`src/rtl/serial_adder_nbit.sv`:
```
// Serial adder/subtractor: processes DIGIT bits per clock, LS slice first,
// and presents the WIDTH-bit sum, carry and two's-complement overflow flags
// together with a one-cycle done pulse.
module serial_adder_nbit #(
    parameter int unsigned WIDTH = 8,
    parameter int unsigned DIGIT = 1
) (
    input  logic             clk,
    input  logic             reset,
    input  logic             start,
    input  logic [WIDTH-1:0] A,
    input  logic [WIDTH-1:0] B,
    input  logic             carry_in,
    input  logic             sub,
    output logic             busy,
    output logic             done,
    output logic [WIDTH-1:0] sum,
    output logic             carry_out,
    output logic             overflow
);

    localparam int unsigned N     = WIDTH / DIGIT;
    localparam int unsigned CNT_W = (N > 1) ? $clog2(N) : 1;

    typedef enum logic [1:0] {
        IDLE = 2'd0,
        RUN  = 2'd1,
        DONE = 2'd2
    } state_t;

    state_t             state_q, state_d;
    logic [CNT_W-1:0]   cnt_q, cnt_d;
    logic [WIDTH-1:0]   a_q, a_d;
    logic [WIDTH-1:0]   b_q, b_d;
    logic               carry_q, carry_d;
    logic [WIDTH-1:0]   res_q, res_d;
    logic [WIDTH-1:0]   sum_q, sum_d;
    logic               carry_out_q, carry_out_d;
    logic               overflow_q, overflow_d;
    logic               busy_q, busy_d;
    logic               done_q, done_d;

    logic [DIGIT:0]     slice_c;
    logic               msb_cin_c;
    logic [WIDTH-1:0]   res_next_c;
    logic               last_c;

    // One DIGIT-wide slice of the ripple: add low slice of the shifting operands
    always_comb begin
        slice_c    = {1'b0, a_q[DIGIT-1:0]} + {1'b0, b_q[DIGIT-1:0]}
                   + {{DIGIT{1'b0}}, carry_q};
        // carry into the slice MSB recovered from its sum bit
        msb_cin_c  = a_q[DIGIT-1] ^ b_q[DIGIT-1] ^ slice_c[DIGIT-1];
        res_next_c = WIDTH'({slice_c[DIGIT-1:0], res_q} >> DIGIT);
        last_c     = (cnt_q == CNT_W'(N - 1));
    end

    // Next-state and datapath control
    always_comb begin
        state_d     = state_q;
        cnt_d       = cnt_q;
        a_d         = a_q;
        b_d         = b_q;
        carry_d     = carry_q;
        res_d       = res_q;
        sum_d       = sum_q;
        carry_out_d = carry_out_q;
        overflow_d  = overflow_q;

        case (state_q)
            RUN: begin
                a_d     = a_q >> DIGIT;
                b_d     = b_q >> DIGIT;
                carry_d = slice_c[DIGIT];
                res_d   = res_next_c;
                cnt_d   = cnt_q + CNT_W'(1);
                if (last_c) begin
                    state_d     = DONE;
                    sum_d       = res_next_c;
                    carry_out_d = slice_c[DIGIT];
                    overflow_d  = slice_c[DIGIT] ^ msb_cin_c;
                end
            end
            default: begin
                if (start) begin
                    state_d = RUN;
                    cnt_d   = '0;
                    a_d     = A;
                    b_d     = sub ? ~B : B;
                    carry_d = sub ? 1'b1 : carry_in;
                end else begin
                    state_d = IDLE;
                end
            end
        endcase

        busy_d = (state_d == RUN);
        done_d = (state_d == DONE);
    end

    // State and datapath registers with asynchronous clear
    always_ff @(posedge clk or posedge reset) begin
        if (reset) begin
            state_q     <= IDLE;
            cnt_q       <= '0;
            a_q         <= '0;
            b_q         <= '0;
            carry_q     <= 1'b0;
            res_q       <= '0;
            sum_q       <= '0;
            carry_out_q <= 1'b0;
            overflow_q  <= 1'b0;
            busy_q      <= 1'b0;
            done_q      <= 1'b0;
        end else begin
            state_q     <= state_d;
            cnt_q       <= cnt_d;
            a_q         <= a_d;
            b_q         <= b_d;
            carry_q     <= carry_d;
            res_q       <= res_d;
            sum_q       <= sum_d;
            carry_out_q <= carry_out_d;
            overflow_q  <= overflow_d;
            busy_q      <= busy_d;
            done_q      <= done_d;
        end
    end

    assign busy      = busy_q;
    assign done      = done_q;
    assign sum       = sum_q;
    assign carry_out = carry_out_q;
    assign overflow  = overflow_q;

endmodule

```
`config.mk`:
```
export PLATFORM = sky130hd
export DESIGN_NAME = serial_adder_nbit
export DESIGN_NICKNAME = d
export VERILOG_FILES = /design/src/rtl/serial_adder_nbit.sv
export SDC_FILE = /design/constraint.sdc
export NUM_CORES = 1
export LEC_CHECK = 0
export ABC_AREA = 1
export BUFFER_PORTS_ARGS = -buffer_cell sky130_fd_sc_hd__buf_2
export CAP_MARGIN = 20
export CORE_ASPECT_RATIO = 0.75
export CORE_MARGIN = 8
export CORE_UTILIZATION = 55
export DETAILED_ROUTE_END_ITERATION = 10
export PLACE_DENSITY_LB_ADDON = 0.3
export SLEW_MARGIN = 20
export SYNTH_ARGS = -nofsm -noshare
export SYNTH_HDL_FRONTEND = slang
export SYNTH_SLANG_ARGS = --single-unit
```
`constraint.sdc`:
```
create_clock -name clk -period 3.26 [get_ports clk]
set_clock_uncertainty 0.1 [all_clocks]
set_input_delay 0.326 -clock clk [delete_from_list [all_inputs] [get_ports clk]]
set_output_delay 0.326 -clock clk [all_outputs]
set_load 0.05 [all_outputs]
```
Yosys cells after proc, flatten, opt, wreduce, memory -nomap -nowiden
Index checks and enable logic that the tools add are counted.
{"block": "classes", "add_sub_neg": 3, "n_eq_ne": 4, "n_mux": 13, "bitwise": 4, "n_reduce_logical": 2}
{"cell": "2-to-1 mux 8 bit", "n": 5}
{"cell": "NOT 8 bit", "n": 1}
{"cell": "2-to-1 mux 3 bit", "n": 2}
{"cell": "== test 2 x 1 -> 1 bit, second input constant", "n": 2}
{"cell": "2-to-1 mux 1 bit", "n": 4}
{"cell": "2-to-1 mux 2 bit", "n": 2}
{"cell": "adder 3 x 1 -> 3 bit, second input constant", "n": 1}
{"cell": "== test 3 bit, second input constant", "n": 1}
{"cell": "XOR 1 bit", "n": 3}
{"cell": "adder 1 x 1 -> 2 bit", "n": 1}
{"cell": "adder 2 x 1 -> 2 bit", "n": 1}
{"cell": "== test 2 bit, second input constant", "n": 1}
{"cell": "AND reduction 2 bit", "n": 1}
{"cell": "nonzero test 2 bit", "n": 1}
{"block": "totals", "register_bits": 42, "in_bits": 21, "output_inout_bits": 12, "word_cells": 37}

Depth between registers and ports, before layout
{"block": "logic_depth", "word_depth": 4, "depth_mapped": 9}

Worst setup path before layout
Ideal clock, no wire load.
{"block": "synth_timing", "path_kind": "register -> register", "start": "reg a_q[0]", "end": "reg overflow_q, in the netlist overflow", "setup_ns": 0.118, "t_arrival_ns": 1.291, "slack_ns": 1.751, "stages_incl_launch_ff": 9, "path_buffers": 0, "period_less_slack_ns": 1.509, "path_cell_list": "dfrtp_1 > fa_1 > inv_1 > nand2_1 > nand2_1 > nand2_1 > nand2_1 > nand2_1 > nand2_1"}
{"block": "synth_via", "elab_chain_cells": 4}
{"item": "start: declaration", "line_no": "33", "text": "logic [WIDTH-1:0] a_q, a_d;"}
{"item": "start signal: assignment", "line_no": "106", "text": "a_q <= '0;"}
{"item": "start signal: assignment", "line_no": "118", "text": "a_q <= a_d;"}
{"item": "adder 1 x 1 -> 2 bit", "line_no": "50", "text": "slice_c = {1'b0, a_q[DIGIT-1:0]} + {1'b0, b_q[DIGIT-1:0]}"}
{"item": "adder 2 x 1 -> 2 bit", "line_no": "51", "text": "+ {{DIGIT{1'b0}}, carry_q};"}
{"item": "named net slice_c[0]", "line_no": "43", "text": "logic [DIGIT:0] slice_c;"}
{"item": "XOR 1 bit", "line_no": "53", "text": "msb_cin_c = a_q[DIGIT-1] ^ b_q[DIGIT-1] ^ slice_c[DIGIT-1];"}
{"item": "XOR 1 bit", "line_no": "81", "text": "overflow_d = slice_c[DIGIT] ^ msb_cin_c;"}
{"item": "end signal: assignment", "line_no": "124", "text": "overflow_q <= overflow_d;"}
{"item": "end: declaration", "line_no": "39", "text": "logic overflow_q, overflow_d;"}
The timed path passes the listed nets, and every way through them passes these cells.
A chain may end at the register's enable or synchronous reset.

Final worst setup path
Same ends and word-level chain as after synthesis.

==> flow_metrics.py <==
metrics = {
    "drt": {
        "finalWirelength_mm": 3.31,
        "first_pass_iters": 4,
        "drc": 0,
        "num_vias": 1369,
        "ant_nets": 0,
        "first_iter_violations": 76,
        "wl_per_cell_microns": 11.9,
        "viasPerCell": 4.91,
    },
    "critical_path": {
        "crit_fanout": 4,
        "critical_path_required_ns": 3.34,
        "critPathCaptureType": "register",
        "r2r_setup_slack_ns": 1.63,
        "arrival_ns": 1.71,
        "worstSetupPathType": "reg2reg",
        "critPathLaunchType": "register",
    },
    "global_routing": {
        "grt_max_degree": 22,
        "grt_util_all_layers": 0.131,
        "grt-ovfl-total": 0,
        "grt_pass1_wl_mm": 5.55,
        "grt_pass1_vias": 1215,
        "antenna_found_initial": 0,
    },
    "sta": {
        "slew_headroom": 0.477,
        "setup_viol": 0,
        "fmax_ghz": 0.613,
        "fin_crit_sh": 0.501,
        "hold_viol_final": 0,
        "rsz0062_at_grt": "no",
        "report.final.slew_viol_count": 0,
        "worst_pin_slew_ns": 0.784,
        "period_minus_slack_ns": 1.63,
        "fin_setup_tns_ns": 0,
    },
    "layout": {
        "fillers": 277,
        "instances_no_fill": 279,
        "final_util": 0.636,
        "area.growth.synth_to_final_pct": 12.7,
        "nNetsFinal": 262,
        "n_antenna_cell": 0,
        "drive_above_1_share": 0.184,
    },
    "clock_network": {
        "path_clk_slew_ns": 0.07,
        "post_cts_resized": 0,
        "insertion_delay_ns": 0.29,
        "root_buffer": "clkbuf_8",
        "cts_buffers": 5,
        "cts_setup_buffers": 0,
        "clock_path_buffers": 2,
        "clock_sink_count": 41,
        "cts_tree": "done",
        "cts_max_level": 2,
        "hold_buffers": 0,
    },
    "logic_synthesis": {
        "synth.top_cell.area_share": 0.560,
        "synth_edf_count": 0,
        "synth_top_area_cell": "dfrtp_1",
        "syn_inst": 206,
        "synth-seq-area-share": 0.560,
        "synth-main-ff-cell": "dfrtp_1",
        "async_reset_ff_frac": 1.00,
        "synth_cell_types": 22,
        "synth.avg_cell_area_sq_um": 8.89,
        "syn_area_sq_um": 1830,
        "ys_ff_latch": 41,
        "yosys.cell_count.top_type": "nand2_1",
        "netlist_top_cells_area": "dfrtp_1 56%, nand2_1 17%, nand3_1 3.6%, inv_1 3.5%, xor2_1 3.3%",
        "yosysWarnings": 0,
        "synth_common_cells": "83 x nand2_1, 41 x dfrtp_1, 17 x inv_1, 13 x nand3_1, 9 x o21ai_0",
        "synth_nets": 230,
    },
    "job": {
        "drv_cap": 0,
    },
    "floorplan": {
        "die_h_microns": 66.0,
        "fp.dieW_microns": 82.6,
        "start_util": 0.564,
        "io_pins": 33,
        "num_rows": 18,
        "die-area_sq_um": 5450,
        "core_area_sq_um": 3240,
    },
    "pwr": {
        "power_density_nw_per_um2": 945,
        "p_total_mw": 1.95,
        "ir_drop_mv": 0.541,
        "p_leak_nw": 1.10,
    },
    "hold_path": {
        "hp-class": "in2async",
    },
    "placement": {
        "place_inst": 271,
        "io_buffers": 32,
        "dp_hpwl_mm": 2.33,
        "gp_congestion": 0.827,
    },
    "outcome": {
        "status": "finished clean",
    },
}
## flip-flops by register name (all words and copies together), names as in the netlist
name / flops
carry_out: 1
cnt_q: 3
busy: 1
overflow: 1
a_q: 8
carry_q: 1
sum: 8
b_q: 8
state_q: 2
res_q: 7
done: 1
## per-layer routing
layer / global-route usage / share of wire / up-vias
li1: - / - / 696
met1: 0.177 / 0.47 / 644
met2: 0.190 / 0.45 / 24
met3: 0.0448 / 0.059 / 5
met4: 0.0451 / 0.014 / 0
met5: 0 / 0 / -
## per-stage QoR
stage               area [sq um]  hold slack [ns]  setup slack (ns)
floorplan                   1830            0.336              1.75
global placement            1980            0.360              1.72
detailed placement          1980            0.370              1.64
CTS                         2060            0.104              1.61
global route                2060            0.142              1.52
finish                      2060           0.0710              1.63
## worst max-delay path: stages (launching register included)
cell and delay, ns:
dfrtp_1 0.43, fa_1 0.61, inv_1 0.09, nand2_1 0.06, nand2_1 0.05, nand2_1 0.06
nand2_1 0.05, nand2_1 0.05, nand2_1 0.04
## worst paths after layout
kind,from,end,depth (start not counted)
setup reg to reg,a_q[0]$_DFFE_PP0P_,overflow$_DFFE_PP0P_,8
min in group clk,A[7],a_q[7]$_DFFE_PP0P_,3
hold reg to reg,cnt_q[0]$_DFFE_PP0P_,cnt_q[0]$_DFFE_PP0P_,1
hold / removal,reset,b_q[2]$_DFFE_PP0P_,2
max in group asynchronous,reset,sum[5]$_DFFE_PP0P_,3
setup / recovery,a_q[0]$_DFFE_PP0P_,overflow$_DFFE_PP0P_,8
## cells in the final DEF (no fill, tap or decap)
cell type  instances
o21ai_0            9
clkbuf_8           5
o211ai_1           2
fa_1               1
nand3_1           13
o21ai_1            8
inv_1             17
inv_6              1
nand2_4            2
clkbuf_1           3
nor2_1             7
inv_2              1
nand2_1           83
xnor2_1            1
buf_2             32
dfrtp_1           41
a21oi_1            1
inv_4              1
nor2_4             1
xor2_1             7
ha_1               2
buf_4              1
## kinds of logic (layout without fill, tap and decap cells)
family	count (synthesis)	after routing	synth area share
fa+ha+maj	3	3	0.0246
flops	41	41	0.560
compound gates	20	20	0.0574
simple gates	106	106	0.239
xor+xnor	8	8	0.0383
buf+inv	28	61	0.0806
## where the power goes
group	internal, mW	switching [mW]	total, mW
Sequential	0.707	0.108	0.815
Clock	0.152	0.155	0.307
Combinational	0.243	0.584	0.827
Total	1.10	0.847	1.95
## layout make-up
class                   instances  area (sq um)  area share
inverters                      20          82.6      0.0400
clock buffers                   8          80.1      0.0388
well taps                      40          50.0      0.0243
repair buffers                 33           168      0.0813
flip-flops and latches         41          1030       0.497
multi-input cells             137           657       0.318
Power figures use the tool's default switching activity.
